File: config.mk
export PLATFORM = sky130hd
export DESIGN_NAME = screen_sequencer_flat
export DESIGN_NICKNAME = d
export VERILOG_FILES = /design/src/rtl/screen_sequencer_pkg.sv /design/src/rtl/screen_sequencer_if.sv /design/src/rtl/screen_sequencer_button_debouncer.sv /design/src/rtl/screen_sequencer.sv /design/src/flat_wrapper.sv
export SDC_FILE = /design/constraint.sdc
export NUM_CORES = 1
export LEC_CHECK = 0
export BUFFER_PORTS_ARGS = -buffer_cell sky130_fd_sc_hd__buf_2
export CAP_MARGIN = 15
export CORE_AREA = 2 2 135 137
export CTS_BUF_LIST = sky130_fd_sc_hd__clkbuf_4 sky130_fd_sc_hd__clkbuf_8 sky130_fd_sc_hd__clkbuf_16
export CTS_CLUSTER_SIZE = 25
export DETAILED_ROUTE_END_ITERATION = 8
export DIE_AREA = 0 0 137 139
export PLACE_DENSITY_LB_ADDON = 0.25
export SYNTH_ARGS = -nofsm -noshare
export SYNTH_HDL_FRONTEND = slang
export SYNTH_SLANG_ARGS = --single-unit
File: constraint.sdc
create_clock -name CLK -period 5 [get_ports CLK]
set_clock_uncertainty 0.2 [all_clocks]
set_input_delay 1.25 -clock CLK [delete_from_list [all_inputs] [get_ports CLK]]
set_output_delay 1.25 -clock CLK [all_outputs]
set_load 0.02 [all_outputs]
File: src/rtl/screen_sequencer_pkg.sv
// Shared definitions for the Breakout screen sequencer: screen codes and bus widths.
// Pure declarations, no logic.
// Screen codes double as FSM state encoding and renderer screen select.
package screen_pkg;

  localparam int SCREEN_BITS = 3;
  localparam int SCORE_BITS  = 16;

  localparam logic [SCREEN_BITS-1:0] SCR_INTRO       = 3'd0;
  localparam logic [SCREEN_BITS-1:0] SCR_READY       = 3'd1;
  localparam logic [SCREEN_BITS-1:0] SCR_IN_GAME     = 3'd2;
  localparam logic [SCREEN_BITS-1:0] SCR_PLAYER_OVER = 3'd3;
  localparam logic [SCREEN_BITS-1:0] SCR_GAME_OVER   = 3'd4;
  localparam logic [SCREEN_BITS-1:0] SCR_PAUSED      = 3'd5;

  // Largest of three frame limits, used to size the shared frame counter.
  function automatic int max3(input int a, input int b, input int c);
    int m;
    m = (a > b) ? a : b;
    return (m > c) ? m : c;
  endfunction

endpackage

File: src/rtl/screen_sequencer_if.sv
// Bundle of pad, game-controller and renderer signals around the screen sequencer.
// master = pads/game/renderer side, slave = sequencer.
// No handshake: levels and single-cycle pulses only.
interface screen_sequencer_if;

  logic                             FRAME_DONE;
  logic                             BTN_START;
  logic                             BTN_PAUSE;
  logic                             GAME_OVER;
  logic [screen_pkg::SCORE_BITS-1:0]  SCORE;
  logic [screen_pkg::SCREEN_BITS-1:0] SCREEN_SELECT;
  logic                             CTRL_RESET;
  logic                             CTRL_PAUSE;
  logic [2:0]                       ACTIVE_PLAYER;
  logic [2:0]                       WINNER;
  logic [screen_pkg::SCORE_BITS-1:0]  HIGH_SCORE;
  logic                             NEW_HIGH_SCORE;

  modport master (
    output FRAME_DONE, BTN_START, BTN_PAUSE, GAME_OVER, SCORE,
    input  SCREEN_SELECT, CTRL_RESET, CTRL_PAUSE, ACTIVE_PLAYER,
           WINNER, HIGH_SCORE, NEW_HIGH_SCORE
  );

  modport slave (
    input  FRAME_DONE, BTN_START, BTN_PAUSE, GAME_OVER, SCORE,
    output SCREEN_SELECT, CTRL_RESET, CTRL_PAUSE, ACTIVE_PLAYER,
           WINNER, HIGH_SCORE, NEW_HIGH_SCORE
  );

endinterface

File: src/rtl/screen_sequencer_button_debouncer.sv
// Synchronises and debounces one raw button, emits a one-cycle press on the rising debounced edge.
// Latency: raw edge to press pulse is 2 + DEBOUNCE_CYCLES + 1 cycles.
// No backpressure; holding the button yields exactly one press.
module button_debouncer #(
  parameter int DEBOUNCE_CYCLES = 400000
) (
  input  logic CLK,
  input  logic RESET_N,
  input  logic btn,
  output logic level,
  output logic press
);

  localparam int CW = $clog2(DEBOUNCE_CYCLES + 1);

  logic [1:0]    sync;
  logic [CW-1:0] cnt;
  logic          level_q;

  // Two-flop synchroniser for the asynchronous pad input.
  always_ff @(posedge CLK or negedge RESET_N) begin
    if (!RESET_N) sync <= 2'b00;
    else          sync <= {sync[0], btn};
  end

  // Accept the new level only after it has been stable for DEBOUNCE_CYCLES cycles;
  // any return to the current level restarts the count.
  always_ff @(posedge CLK or negedge RESET_N) begin
    if (!RESET_N) begin
      cnt   <= '0;
      level <= 1'b0;
    end else if (sync[1] == level) begin
      cnt <= '0;
    end else if (cnt == CW'(DEBOUNCE_CYCLES - 1)) begin
      cnt   <= '0;
      level <= sync[1];
    end else begin
      cnt <= cnt + 1'b1;
    end
  end

  // Registered rising-edge detect of the debounced level.
  always_ff @(posedge CLK or negedge RESET_N) begin
    if (!RESET_N) begin
      level_q <= 1'b0;
      press   <= 1'b0;
    end else begin
      level_q <= level;
      press   <= level & ~level_q;
    end
  end

endmodule

File: src/rtl/screen_sequencer.sv
// Breakout screen/flow controller: intro, ready, play, per-player result, game over; tracks scores and high score.
// Latency: a state change appears on SCREEN_SELECT one cycle after the triggering input is sampled.
// No backpressure. Optional pause screen built when SCREEN_PAUSE_EN is defined.
module screen_sequencer
  import screen_pkg::*;
#(
  parameter int NUM_PLAYERS     = 2,
  parameter int DEBOUNCE_CYCLES = 400000,
  parameter int READY_FRAMES    = 120,
  parameter int HOLD_FRAMES     = 180,
  parameter int IDLE_FRAMES     = 1800
) (
  input logic               CLK,
  input logic               RESET_N,
  screen_sequencer_if.slave bus
);

  localparam int FCW = $clog2(max3(READY_FRAMES, HOLD_FRAMES, IDLE_FRAMES)) + 1;

  logic [SCREEN_BITS-1:0]                  state, state_nxt;
  logic [FCW-1:0]                          frame_cnt;
  logic [2:0]                              active_player;
  logic [NUM_PLAYERS-1:0][SCORE_BITS-1:0]  score;
  logic [2:0]                              winner;
  logic [SCORE_BITS-1:0]                   high_score;
  logic                                    new_high;
  logic                                    ctrl_reset, ctrl_pause;

  logic start_press, pause_press;
  logic latch_score, clear_game, adv_player, do_result;
  logic ready_hit, hold_hit, idle_hit, last_player;
  logic [2:0]            best_idx;
  logic [SCORE_BITS-1:0] best_score;

  // Start level is only needed as a press source; the level output is left unused.
  logic unused_start_level;

  button_debouncer #(.DEBOUNCE_CYCLES(DEBOUNCE_CYCLES)) u_start_db (
    .CLK     (CLK),
    .RESET_N (RESET_N),
    .btn     (bus.BTN_START),
    .level   (unused_start_level),
    .press   (start_press)
  );

`ifdef SCREEN_PAUSE_EN
  logic unused_pause_level;

  button_debouncer #(.DEBOUNCE_CYCLES(DEBOUNCE_CYCLES)) u_pause_db (
    .CLK     (CLK),
    .RESET_N (RESET_N),
    .btn     (bus.BTN_PAUSE),
    .level   (unused_pause_level),
    .press   (pause_press)
  );
`else
  logic unused_pause_btn;
  assign unused_pause_btn = bus.BTN_PAUSE;
  assign pause_press      = 1'b0;
`endif

  // A limit is reached on the FRAME_DONE pulse that brings the count up to it.
  assign ready_hit   = bus.FRAME_DONE && (frame_cnt == FCW'(READY_FRAMES - 1));
  assign hold_hit    = bus.FRAME_DONE && (frame_cnt == FCW'(HOLD_FRAMES - 1));
  assign idle_hit    = bus.FRAME_DONE && (frame_cnt == FCW'(IDLE_FRAMES - 1));
  assign last_player = (active_player == 3'(NUM_PLAYERS - 1));

  // Best score of the game; strict compare keeps the lowest index on ties.
  always_comb begin
    best_score = score[0];
    best_idx   = 3'd0;
    for (int i = 1; i < NUM_PLAYERS; i++) begin
      if (score[i] > best_score) begin
        best_score = score[i];
        best_idx   = 3'(i);
      end
    end
  end

  // Next-state logic plus the side-effect strobes for the datapath registers.
  always_comb begin
    state_nxt   = state;
    latch_score = 1'b0;
    clear_game  = 1'b0;
    adv_player  = 1'b0;
    do_result   = 1'b0;
    case (state)
      SCR_INTRO: begin
        if (start_press) begin
          state_nxt  = SCR_READY;
          clear_game = 1'b1;
        end
      end
      SCR_READY: begin
        if (ready_hit || start_press) state_nxt = SCR_IN_GAME;
      end
      SCR_IN_GAME: begin
        // GAME_OVER wins over any simultaneous button press.
        if (bus.GAME_OVER) begin
          state_nxt   = SCR_PLAYER_OVER;
          latch_score = 1'b1;
        end else if (pause_press) begin
          state_nxt = SCR_PAUSED;
        end
      end
`ifdef SCREEN_PAUSE_EN
      SCR_PAUSED: begin
        if (pause_press) state_nxt = SCR_IN_GAME;
      end
`endif
      SCR_PLAYER_OVER: begin
        if (hold_hit || start_press) begin
          if (last_player) begin
            state_nxt = SCR_GAME_OVER;
            do_result = 1'b1;
          end else begin
            state_nxt  = SCR_READY;
            adv_player = 1'b1;
          end
        end
      end
      SCR_GAME_OVER: begin
        if (idle_hit || start_press) state_nxt = SCR_INTRO;
      end
      default: state_nxt = SCR_INTRO;
    endcase
  end

  // State register and frame counter; the counter restarts on every state change.
  always_ff @(posedge CLK or negedge RESET_N) begin
    if (!RESET_N) begin
      state     <= SCR_INTRO;
      frame_cnt <= '0;
    end else begin
      state <= state_nxt;
      if (state_nxt != state)  frame_cnt <= '0;
      else if (bus.FRAME_DONE) frame_cnt <= frame_cnt + 1'b1;
    end
  end

  // Active player index and per-player score store.
  always_ff @(posedge CLK or negedge RESET_N) begin
    if (!RESET_N) begin
      active_player <= 3'd0;
      score         <= '0;
    end else if (clear_game) begin
      active_player <= 3'd0;
      score         <= '0;
    end else begin
      if (adv_player) active_player <= active_player + 3'd1;
      if (latch_score) begin
        for (int i = 0; i < NUM_PLAYERS; i++) begin
          if (active_player == 3'(i)) score[i] <= bus.SCORE;
        end
      end
    end
  end

  // End-of-game result: winner, persistent high score and new-record flag.
  always_ff @(posedge CLK or negedge RESET_N) begin
    if (!RESET_N) begin
      winner     <= 3'd0;
      high_score <= '0;
      new_high   <= 1'b0;
    end else if (clear_game) begin
      new_high <= 1'b0;
    end else if (do_result) begin
      winner <= best_idx;
      if (best_score > high_score) begin
        high_score <= best_score;
        new_high   <= 1'b1;
      end else begin
        new_high <= 1'b0;
      end
    end
  end

  // Controller strobes registered from the next state so they align with SCREEN_SELECT.
  always_ff @(posedge CLK or negedge RESET_N) begin
    if (!RESET_N) begin
      ctrl_reset <= 1'b1;
      ctrl_pause <= 1'b0;
    end else begin
      ctrl_reset <= (state_nxt == SCR_INTRO) || (state_nxt == SCR_READY) ||
                    (state_nxt == SCR_GAME_OVER);
      ctrl_pause <= (state_nxt == SCR_PLAYER_OVER) || (state_nxt == SCR_PAUSED);
    end
  end

  assign bus.SCREEN_SELECT  = state;
  assign bus.CTRL_RESET     = ctrl_reset;
  assign bus.CTRL_PAUSE     = ctrl_pause;
  assign bus.ACTIVE_PLAYER  = active_player;
  assign bus.WINNER         = winner;
  assign bus.HIGH_SCORE     = high_score;
  assign bus.NEW_HIGH_SCORE = new_high;

endmodule
File: src/flat_wrapper.sv
// flat-port wrapper written by rule: the top's interface ports become plain ports
module screen_sequencer_flat import screen_pkg::*;
#(
  parameter int NUM_PLAYERS     = 2,
  parameter int DEBOUNCE_CYCLES = 400000,
  parameter int READY_FRAMES    = 120,
  parameter int HOLD_FRAMES     = 180,
  parameter int IDLE_FRAMES     = 1800
)
  (CLK, RESET_N, bus_FRAME_DONE, bus_BTN_START, bus_BTN_PAUSE, bus_GAME_OVER, bus_SCORE, bus_SCREEN_SELECT, bus_CTRL_RESET, bus_CTRL_PAUSE, bus_ACTIVE_PLAYER, bus_WINNER, bus_HIGH_SCORE, bus_NEW_HIGH_SCORE);
  screen_sequencer_if bus_i ();
  input logic CLK;
  input logic RESET_N;
  input wire logic [$bits(bus_i.FRAME_DONE)-1:0] bus_FRAME_DONE;
  input wire logic [$bits(bus_i.BTN_START)-1:0] bus_BTN_START;
  input wire logic [$bits(bus_i.BTN_PAUSE)-1:0] bus_BTN_PAUSE;
  input wire logic [$bits(bus_i.GAME_OVER)-1:0] bus_GAME_OVER;
  input wire logic [$bits(bus_i.SCORE)-1:0] bus_SCORE;
  output wire logic [$bits(bus_i.SCREEN_SELECT)-1:0] bus_SCREEN_SELECT;
  output wire logic [$bits(bus_i.CTRL_RESET)-1:0] bus_CTRL_RESET;
  output wire logic [$bits(bus_i.CTRL_PAUSE)-1:0] bus_CTRL_PAUSE;
  output wire logic [$bits(bus_i.ACTIVE_PLAYER)-1:0] bus_ACTIVE_PLAYER;
  output wire logic [$bits(bus_i.WINNER)-1:0] bus_WINNER;
  output wire logic [$bits(bus_i.HIGH_SCORE)-1:0] bus_HIGH_SCORE;
  output wire logic [$bits(bus_i.NEW_HIGH_SCORE)-1:0] bus_NEW_HIGH_SCORE;
  assign bus_i.FRAME_DONE = bus_FRAME_DONE;
  assign bus_i.BTN_START = bus_BTN_START;
  assign bus_i.BTN_PAUSE = bus_BTN_PAUSE;
  assign bus_i.GAME_OVER = bus_GAME_OVER;
  assign bus_i.SCORE = bus_SCORE;
  assign bus_SCREEN_SELECT = bus_i.SCREEN_SELECT;
  assign bus_CTRL_RESET = bus_i.CTRL_RESET;
  assign bus_CTRL_PAUSE = bus_i.CTRL_PAUSE;
  assign bus_ACTIVE_PLAYER = bus_i.ACTIVE_PLAYER;
  assign bus_WINNER = bus_i.WINNER;
  assign bus_HIGH_SCORE = bus_i.HIGH_SCORE;
  assign bus_NEW_HIGH_SCORE = bus_i.NEW_HIGH_SCORE;
  screen_sequencer #(.NUM_PLAYERS(NUM_PLAYERS), .DEBOUNCE_CYCLES(DEBOUNCE_CYCLES), .READY_FRAMES(READY_FRAMES), .HOLD_FRAMES(HOLD_FRAMES), .IDLE_FRAMES(IDLE_FRAMES)) u_core (.CLK(CLK), .RESET_N(RESET_N), .bus(bus_i));
endmodule
Word level (Yosys, flattened, before mapping)
Index checks and enable logic that the tools add are counted.
{"block": "word_totals", "ff_bits": 96, "latch_bits": 0, "in_bits": 22, "n_memories": 0, "elab_cells": 94, "mem_bits_rw": 0, "out_inout_bits": 28, "rom_bits": 0}
{"block": "op_classes", "n_bitwise": 4, "multipliers": 0, "order_cmp": 2, "mux": 32, "addsub": 3, "eq_ne": 15, "n_div": 0, "shift": 0, "reduce_logical": 23}
{"op": "$mux W32", "n": 2}
{"op": "$mux W16", "n": 3}
{"op": "$mux W19", "n": 2}
{"op": "$gt A16 B16 Y1", "n": 2}
{"op": "$mux W12", "n": 2}
{"op": "$mux W3", "n": 8}
{"op": "$add A19 B1 Y19 const B", "n": 1}
{"op": "$eq A19 B19 Y1 const B", "n": 1}
{"op": "$pmux W3 S5", "n": 1}
{"op": "$mux W1", "n": 14}
{"op": "$add A12 B1 Y12 const B", "n": 1}
{"op": "$eq A12 B11 Y1 const B", "n": 1}
{"op": "$eq A12 B7 Y1 const B", "n": 1}
{"op": "$eq A12 B8 Y1 const B", "n": 1}
{"op": "$reduce_bool A2 Y1", "n": 6}
{"op": "$eq A3 B1 Y1 const B", "n": 3}
{"op": "$eq A3 B2 Y1 const B", "n": 3}
{"op": "$eq A3 B3 Y1 const B", "n": 3}
{"op": "$logic_not A3 Y1", "n": 3}
{"op": "$reduce_and A2 Y1", "n": 4}
{"op": "$logic_or A1 B1 Y1", "n": 6}
{"op": "$add A3 B1 Y3 const B", "n": 1}
{"op": "$logic_and A1 B1 Y1", "n": 3}
{"op": "$ne A3 B3 Y1", "n": 1}
{"op": "other kinds (4)", "n": 6}

Logic depth before layout (Yosys ltp)
Gate-level depths: netlist (run 1).
{"block": "logic_depth", "word_depth": 8, "ltp_mapped": 16, "ltp_nobuf": 14}

Hierarchy
A second synthesis (run 1) with hierarchy kept.
{"block": "unflattened", "cells_unflattened": 507, "area_unflattened_um2": 5256.3}
{"mod": "screen_sequencer", "cells_each": 397, "seq_area_each_um2": 1752.9, "instances": 1, "area_per_inst_um2": 4100.2}
{"mod": "button_debouncer", "cells_each": 110, "seq_area_each_um2": 600.6, "instances": 1, "area_per_inst_um2": 1156.1}

Least setup slack after synthesis (run 1)
OpenSTA, ideal clock, no wires.
{"block": "synth_path", "path_kind": "register -> register", "start": "reg u_core.score[15] (netlist bit)", "end": "reg u_core.high_score[10] (netlist: u_core.bus.HIGH_SCORE[10])", "path_stages_with_launch": 15, "arrival_ns": 3.741, "path_slack_ns": 0.934, "setup_time_ns": 0.125, "period_less_slack_ns": 4.066, "path_buffers": 2, "t_required_ns": 4.675, "path_cell_list": "dfrtp_1 > inv_1 > ha_1 > nand4_2 > or3_1 > a21o_1 > a31oi_4 > buf_12 > mux2_4 > ha_1 > nand4_1 > or4_1 > nand3_4 > buf_6 > mux2_4"}
{"block": "synth_via", "elab_chain_len": 4}
{"item": "start, declared", "line_no": "screen_sequencer.sv:23", "text": "logic [NUM_PLAYERS-1:0][SCORE_BITS-1:0] score;"}
{"item": "start signal, assigned by index", "line_no": "screen_sequencer.sv:153", "text": "if (active_player == 3'(i)) score[i] <= bus.SCORE;"}
{"item": "$gt A16 B16 Y1", "line_no": "screen_sequencer.sv:73", "text": "if (score[i] > best_score) begin"}
{"item": "$mux W16", "line_no": "screen_sequencer.sv:73"}
{"item": "via u_core.best_score[11]", "line_no": "screen_sequencer.sv:33", "text": "logic [SCORE_BITS-1:0] best_score;"}
{"item": "$gt A16 B16 Y1", "line_no": "screen_sequencer.sv:169", "text": "if (best_score > high_score) begin"}
{"item": "$reduce_and A3 Y1 (no source line)"}
{"item": "end signal, assigned", "line_no": "screen_sequencer.sv:170", "text": "high_score <= best_score;"}
{"item": "end, declared", "line_no": "screen_sequencer.sv:25", "text": "logic [SCORE_BITS-1:0] high_score;"}
The timed path passes the listed nets, and every way through them passes these cells.
A chain may end at the register's enable or synchronous reset.

Worst setup path in the final report (run 1)
{"block": "layout_path", "start": "reg u_core.score[15] (netlist bit)", "end": "reg u_core.high_score[11] (netlist: u_core.bus.HIGH_SCORE[11])"}
The elaborated chain is that of the path after synthesis.

==> results of run 1 <==
-- logic make-up (layout without fill, tap and decap cells) --
family / after synthesis / count (layout) / synth area share
other: 1 / 2 / 0.0007232
buffers and inverters: 57 / 108 / 0.04778
adder cells (fa/ha/maj): 37 / 37 / 0.08928
XOR/XNOR: 31 / 31 / 0.05236
AND/OR/NAND/NOR: 194 / 194 / 0.1827
AO/OA/AOI/OAI: 47 / 47 / 0.05357
flip-flops: 94 / 94 / 0.4539
multiplexers: 52 / 52 / 0.1197
-- cells in the final DEF (no fill, tap or decap), types with 3 or more instances in the layout --
cell       count
nand2b_1       4
mux2i_1       20
xnor2_1       11
nand2_1       56
nor2_1        64
and4_1         4
mux2_2        16
xor2_1        20
or2_2          4
nor3_1        10
ha_1          37
a21oi_1       29
buf_2         45
clkbuf_16      9
buf_4          8
a21o_1         3
inv_1         39
nand3_1       13
mux2_4        16
nor4_2         3
dfrtp_1       93
and3_1         7
nand4_1       14
clkbuf_8       3
nor4_1         3
o21ai_0        7
-- worst min-delay path by stage --
stage	to	slack [ns]
after floorplan	u_core.u_start_db.sync[1]$_DFF_PN0_	0.13
after global placement	u_core.u_start_db.sync[1]$_DFF_PN0_	0.14
after detailed placement	u_core.u_start_db.sync[1]$_DFF_PN0_	0.14
after CTS	u_core.u_start_db.sync[1]$_DFF_PN0_	0.16
after global routing	u_core.u_start_db.sync[1]$_DFF_PN0_	0.16
final	u_core.u_start_db.sync[1]$_DFF_PN0_	0.15
-- registers in the layout, indices dropped and copies added, names as in the netlist --
signal and count:
u_core.bus.ACTIVE_PLAYER 3, u_core.bus.CTRL_PAUSE 1, u_core.bus.CTRL_RESET 1, u_core.bus.HIGH_SCORE 16, u_core.bus.NEW_HIGH_SCORE 1, u_core.bus.SCREEN_SELECT 3, u_core.bus.WINNER 1, u_core.frame_cnt 12
u_core.score 32, u_core.u_start_db.cnt 19, u_core.u_start_db.level 1, u_core.u_start_db.level_q 1, u_core.u_start_db.press 1, u_core.u_start_db.sync 2
-- worst register-to-register path, stage by stage, from the launching register on --
cell	delay, ns
dfrtp_1	0.37
inv_1	0.05
ha_1	0.33
nand4_2	0.18
or3_1	0.40
a21o_1	0.19
a31oi_4	0.43
buf_4	0.25
mux2_2	0.38
ha_1	0.32
nand4_1	0.12
nor3_1	0.19
o21ai_0	0.16
o211ai_1	0.18
nand3_4	0.32
mux2_4	0.39
-- where the power goes --
part	internal (W)	switching (W)	leakage, nW
sequential	0.000790	0.0000379	1.27
combinational	0.0000423	0.0000587	1.58
clock	0.000484	0.000297	0.169
total	0.00132	0.000394	3.02
-- final cells by class --
cell class | instances | share of cell area
well taps | 229 | 0.04768
repair buffers | 53 | 0.04747
flip-flops and latches | 94 | 0.3916
multi-input cells | 363 | 0.4324
clock inverters | 3 | 0.01083
inverters | 39 | 0.02436
clock buffers | 13 | 0.04560
-- metal layers --
layer | global-route usage | vias up
met5 | 0 | -
met1 | 0.1499 | 1772
met2 | 0.2011 | 50
met3 | 0.02558 | 12
li1 | - | 1832
met4 | 0.04883 | 0
-- stage by stage --
step	instance area, um2	setup slack (ns)	utilization
4_1_cts	6010	0.3650	0.3403
5_1_grt	6010	0.08934	0.3403
6_report	6010	0.4044	0.3403
3_3_place_gp	5670	0.4291	0.3211
3_5_place_dp	5670	0.3992	0.3211
2_1_floorplan	5189	0.9337	-
==> out/metrics.yaml, run 1 <==
grt_usage: 0.1204
clock_path_buffers: 2
relSlewSlack: 0.2822
ys_top_cells_by_count: "dfrtp_1 (93), nor2_1 (64), nand2_1 (56), inv_1 (39), ha_1 (37)"
postCtsSetupBuffers: 0
path_clk_slew_ns: 0.07
critPathLaunch: "u_core.score[15]$_DFFE_PN0P_"
netlist_area_um2: 5185
syn-mean-instance-area_um2: 10.11
dr.pass1.iters: 4
drt_iter0_drc: 158
reg2reg_from: "u_core.score[15]$_DFFE_PN0P_"
grt_pass1_vias: 3669
ys_seq_area_frac: 0.4539
synth_area_leader_cell: "dfrtp_1"
diodes: 0
synth_cells: 513
hold_viol: 0
r2r_cells: 15
timing.final.crit_share: 0.9191
die_x_um: 137
reg2reg_to: "u_core.bus.HIGH_SCORE[11]$_DFFE_PN0P_"
clk_latency_ns: 0.35
start_kind: "flop"
antenna_found_initial: 0
fin_tns_setup_ns: 0
start_util: 0.2937
cts_tree: "yes"
viasPerCell: 4.617
total_power_w: 0.001710
yosysWarnings: 0
synth_top_area_frac: 0.4488
crit_top_cell: "ha_1"
whs_ns: 0.1531
wl_met2_mm: 5.343
yosys_register_bits: 94
place_congestion: 0.7697
path_depth: 15
rsz0062_at_grt: "false"
total_leakage_power_nw: 3.023
rows: 49
synth.distinct_cells: 46
fin_cells: 794
met1_length_mm: 4.848
wl_met3_um: 429
critPathArrivalTime_ns: 4.63
slowest_stage: "a31oi_4"
path_buf_inv: 2
cp_max_fo: 17
drive_gt1_frac: 0.2053
critPathCapture: "u_core.bus.HIGH_SCORE[11]$_DFFE_PN0P_"
crit_chain: "inv_1 -> ha_1 -> nand4_2 -> or3_1 -> a21o_1 -> a31oi_4 -> buf_4 -> mux2_2 -> ha_1 -> nand4_1 -> nor3_1 -> o21ai_0 -> o211ai_1 -> nand3_4 -> mux2_4"
min_path_type: "flop to flop"
dp_hpwl_mm: 7.818
drtAntennaViolNets: 0
core_um2: 17660
vias: 3666
ir_drop_uv: 162.6
synth_edf_count: 0
status: "finished, final reports clean"
ys_async_sr_fraction: 1.000
htreeDepth: 3
ios: 50
grt_pass1_wl_mm: 17.97
yosysMostFrequentCell: "dfrtp_1"
cts_made_buffers: 9
fillCellCount: 1818
fp.dieArea_um2: 19040
setup-violations-final: 0
slew_viol_final: 0
clock_sinks: 94
fin_nets: 619
die_y_um: 139
p_per_area_nw_per_um2: 284.6
hold_buffers: 0
area_growth_pct: 15.90
dp.cells: 778
path_class: "flop to flop"
path_delay_family: "simple AND/OR/NAND/NOR gates"
ff_latch_area_um2: 2354
ctsResizeCount: 0
cp-end-kind: "flop"
fmax_mhz: 217.6
ys_dominant_reg_cell: "dfrtp_1"
grt_max_degree: 67
min-delay-start: "u_core.u_start_db.sync[0]$_DFF_PN0_"
worst-endpoint-required_ns: 5.04
worst_slew_pin_slew_ns: 1.071
cts_root_buffer: "clkbuf_16"
maxCapViolCount: 0
min_period_ns: 4.596
ys_top_cells_by_area: "dfrtp_1 (45%), ha_1 (8.9%), mux2_4 (4.6%), nor2_1 (4.6%), nand2_1 (4.1%)"
wl_mm: 10.82
ff2ff_setup_slack_ns: 0.40
gr-total-overflow: 0
drt-wirelength-per-cell_um: 13.63
cpPeakStageDelay_ns: 0.43
multi_input_area_um2: 2599
remaining_drc_errors: 0
whs_path_depth: 0
maxUsedRoutingLayer: "met4"
portBuffers: 46
Note: power is estimated with default switching activity, not from simulation.
==> inputs of run 2 (changes only) <==
--- a/config.mk
+++ b/config.mk
@@ -8,4 +8,4 @@
 export BUFFER_PORTS_ARGS = -buffer_cell sky130_fd_sc_hd__buf_2
-export CAP_MARGIN = 15
-export CORE_AREA = 2 2 135 137
+export CAP_MARGIN = 20
+export CORE_AREA = 2 2 136 138
 export CTS_BUF_LIST = sky130_fd_sc_hd__clkbuf_4 sky130_fd_sc_hd__clkbuf_8 sky130_fd_sc_hd__clkbuf_16
@@ -13,3 +13,3 @@
 export DETAILED_ROUTE_END_ITERATION = 8
-export DIE_AREA = 0 0 137 139
+export DIE_AREA = 0 0 138 140
 export PLACE_DENSITY_LB_ADDON = 0.25
@@ -17,2 +17,3 @@
 export SYNTH_HDL_FRONTEND = slang
+export SYNTH_HIERARCHICAL = 1
 export SYNTH_SLANG_ARGS = --single-unit
==> constraint.sdc (replaced) <==
create_clock -name CLK -period 5 [get_ports CLK]
set_clock_uncertainty 0.2 [all_clocks]
set_input_delay 0.5 -clock CLK [delete_from_list [all_inputs] [get_ports CLK]]
set_output_delay 0.5 -clock CLK [all_outputs]
set_load 0.02 [all_outputs]
==> out/metrics.yaml, run 2 <==
place_congestion: 0.8143
synth.distinct_cells: 58
yosysWarnings: 6
antenna_found_initial: 0
regMostFlops: "u_core/score"
drtAntennaViolNets: 0
mostFrequentLayoutCells: "dfrtp_1 (93), nor2_1 (78), buf_2 (45)"
grt_pass1_wl_mm: 18.92
remaining_drc_errors: 0
wl_mm: 11.24
clk_latency_ns: 0.34
min_path_type: "input port to async pin"
utilization: 0.3397
syn-mean-instance-area_um2: 10.37
drt-wirelength-per-cell_um: 14.23
path_clk_slew_ns: 0.06
ios: 50
grt_max_degree: 54
yosys_register_bits: 94
hold_buffers: 0
wl_met2_mm: 5.545
synth_edf_count: 0
cts_tree: "yes"
path_class: "flop to flop"
core_um2: 17780
maxCapViolCount: 0
total_power_w: 0.001616
worst_slew_pin_slew_ns: 1.043
area_growth_pct: 14.90
worst-endpoint-required_ns: 5.03
multi_input_area_um2: 2648
netlist_area_um2: 5256
viasPerCell: 4.699
gr-total-overflow: 0
largest_reg_flops: 32
clock_path_buffers: 2
critPathArrivalTime_ns: 4.67
met1_length_mm: 5.059
drive_gt1_frac: 0.2000
clock_sinks: 94
min_period_ns: 4.641
timing.final.crit_share: 0.9281
grt_pass1_vias: 3805
cts_made_buffers: 9
cp-end-kind: "flop"
ff_latch_area_um2: 2354
ctsResizeCount: 0
path_delay_family: "simple AND/OR/NAND/NOR gates"
crit_chain: "inv_1 -> ha_1 -> nand4_1 -> or3_1 -> a21o_1 -> a41oi_2 -> buf_4 -> mux2_2 -> ha_1 -> nand3_1 -> nor4_1 -> and3_1 -> a311o_1 -> buf_12 -> mux2_2"
ys_top_cells_by_area: "dfrtp_1 (44%), ha_1 (8.8%), mux2i_1 (6.7%), nor2_1 (5.6%), mux2_2 (5.4%)"
ys_seq_area_frac: 0.4478
postLayoutSetupSlackWorst_ns: 0.3594
setup-violations-final: 0
ys_dominant_reg_cell: "dfrtp_1"
cpPeakStageDelay_ns: 0.45
ir_drop_uv: 164.8
rows: 49
fp.dieArea_um2: 19320
grt_usage: 0.1215
dp_worst_setup_slack_ns: 0.3907
fin_nets: 614
final_common_cell: "dfrtp_1"
vias: 3712
ys_top_cells_by_count: "dfrtp_1 (93), nor2_1 (78), inv_1 (43), ha_1 (37), mux2i_1 (35)"
portBuffers: 46
fin_tns_setup_ns: 0
ys_async_sr_fraction: 1.000
drt_iter0_drc: 241
rsz0062_at_grt: "false"
synth_cells: 507
maxUsedRoutingLayer: "met4"
postCtsSetupBuffers: 0
htreeDepth: 3
path_buf_inv: 3
slew_viol_final: 0
fmax_mhz: 215.5
start_kind: "flop"
hold_viol: 0
total_leakage_power_nw: 3.141
synth_top_area_frac: 0.4428
dp_hpwl_mm: 8.141
cts_root_buffer: "clkbuf_16"
die_x_um: 138
fillCellCount: 1793
yosysMostFrequentCell: "dfrtp_1"
die_y_um: 140
p_per_area_nw_per_um2: 267.6
status: "finished, final reports clean"
cp_max_fo: 12
dr.pass1.iters: 4
synth_area_leader_cell: "dfrtp_1"
slowest_stage: "nor4_1"
wl_met3_um: 477
start_util: 0.2956
relSlewSlack: 0.3030
## run 2: power by group
group	internal, W	switching (W)	leakage, nW
registers	0.000790	0.0000316	1.28
clock network	0.000415	0.000277	0.152
logic	0.0000422	0.0000605	1.71
total	0.00125	0.000369	3.14
## run 2: path summary, 6_finish.rpt
kind / from / end / slack (ns) / cells after the start
max reg2reg: u_core/score[13]$_DFFE_PN0P_ / u_core/bus.HIGH_SCORE[5]$_DFFE_PN0P_ / 0.36 / 15
min: RESET_N / u_core/score[29]$_DFFE_PN0P_ / 0.002 / 1
min reg2reg: u_core/u_start_db/sync[0]$_DFF_PN0_ / u_core/u_start_db/sync[1]$_DFF_PN0_ / 0.15 / 0
max in group asynchronous: RESET_N / u_core/score[3]$_DFFE_PN0P_ / 3.60 / 2
max: u_core/score[13]$_DFFE_PN0P_ / u_core/bus.HIGH_SCORE[5]$_DFFE_PN0P_ / 0.36 / 15
min in group CLK: bus_BTN_START / u_core/u_start_db/sync[0]$_DFF_PN0_ / 0.06 / 1
## run 2: cell type report
class,instances,area share
multi-input combinational,355,0.4384
tap,229,0.04744
sequential,94,0.3897
clock buffer,14,0.04351
antenna,1,0.0004143
clock inverter,2,0.005801
timing repair buffer,52,0.04806
inverter,43,0.02672
## run 2: logic make-up (layout without fill, tap and decap cells)
group	after synthesis	count (layout)	share of synthesized area
AOI/OAI and AO/OA	40	40	0.05475
xor gates and xnor gates	29	29	0.04832
adders and majority gates	37	37	0.08807
buffers and inverters	59	111	0.04927
DFF	94	94	0.4478
muxes	67	67	0.1402
other	1	3	0.0007134
and+or+nand+nor	180	180	0.1709
## run 2: through the flow
stage,hold slack (ns),std cells,area (um2)
2_1_floorplan,0.004409,508,5260
3_3_place_gp,0.1374,773,5739
3_5_place_dp,0.1355,773,5739
4_1_cts,0.03032,789,6037
5_1_grt,0.03521,789,6037
6_report,0.002465,790,6040
## run 2: worst register-to-register path: stages, from the launching register on
cell and delay, ns:
dfrtp_1 0.37, inv_1 0.05, ha_1 0.30, nand4_1 0.21, or3_1 0.44, a21o_1 0.18, a41oi_2 0.16, buf_4 0.25
mux2_2 0.40, ha_1 0.30, nand3_1 0.11, nor4_1 0.45, and3_1 0.23, a311o_1 0.34, buf_12 0.20, mux2_2 0.34
## run 2: layer usage
metal | GRT usage | vias to the layer above
met5 | 0 | -
met3 | 0.03692 | 11
li1 | - | 1844
met4 | 0.03437 | 0
met1 | 0.1485 | 1798
met2 | 0.2082 | 59
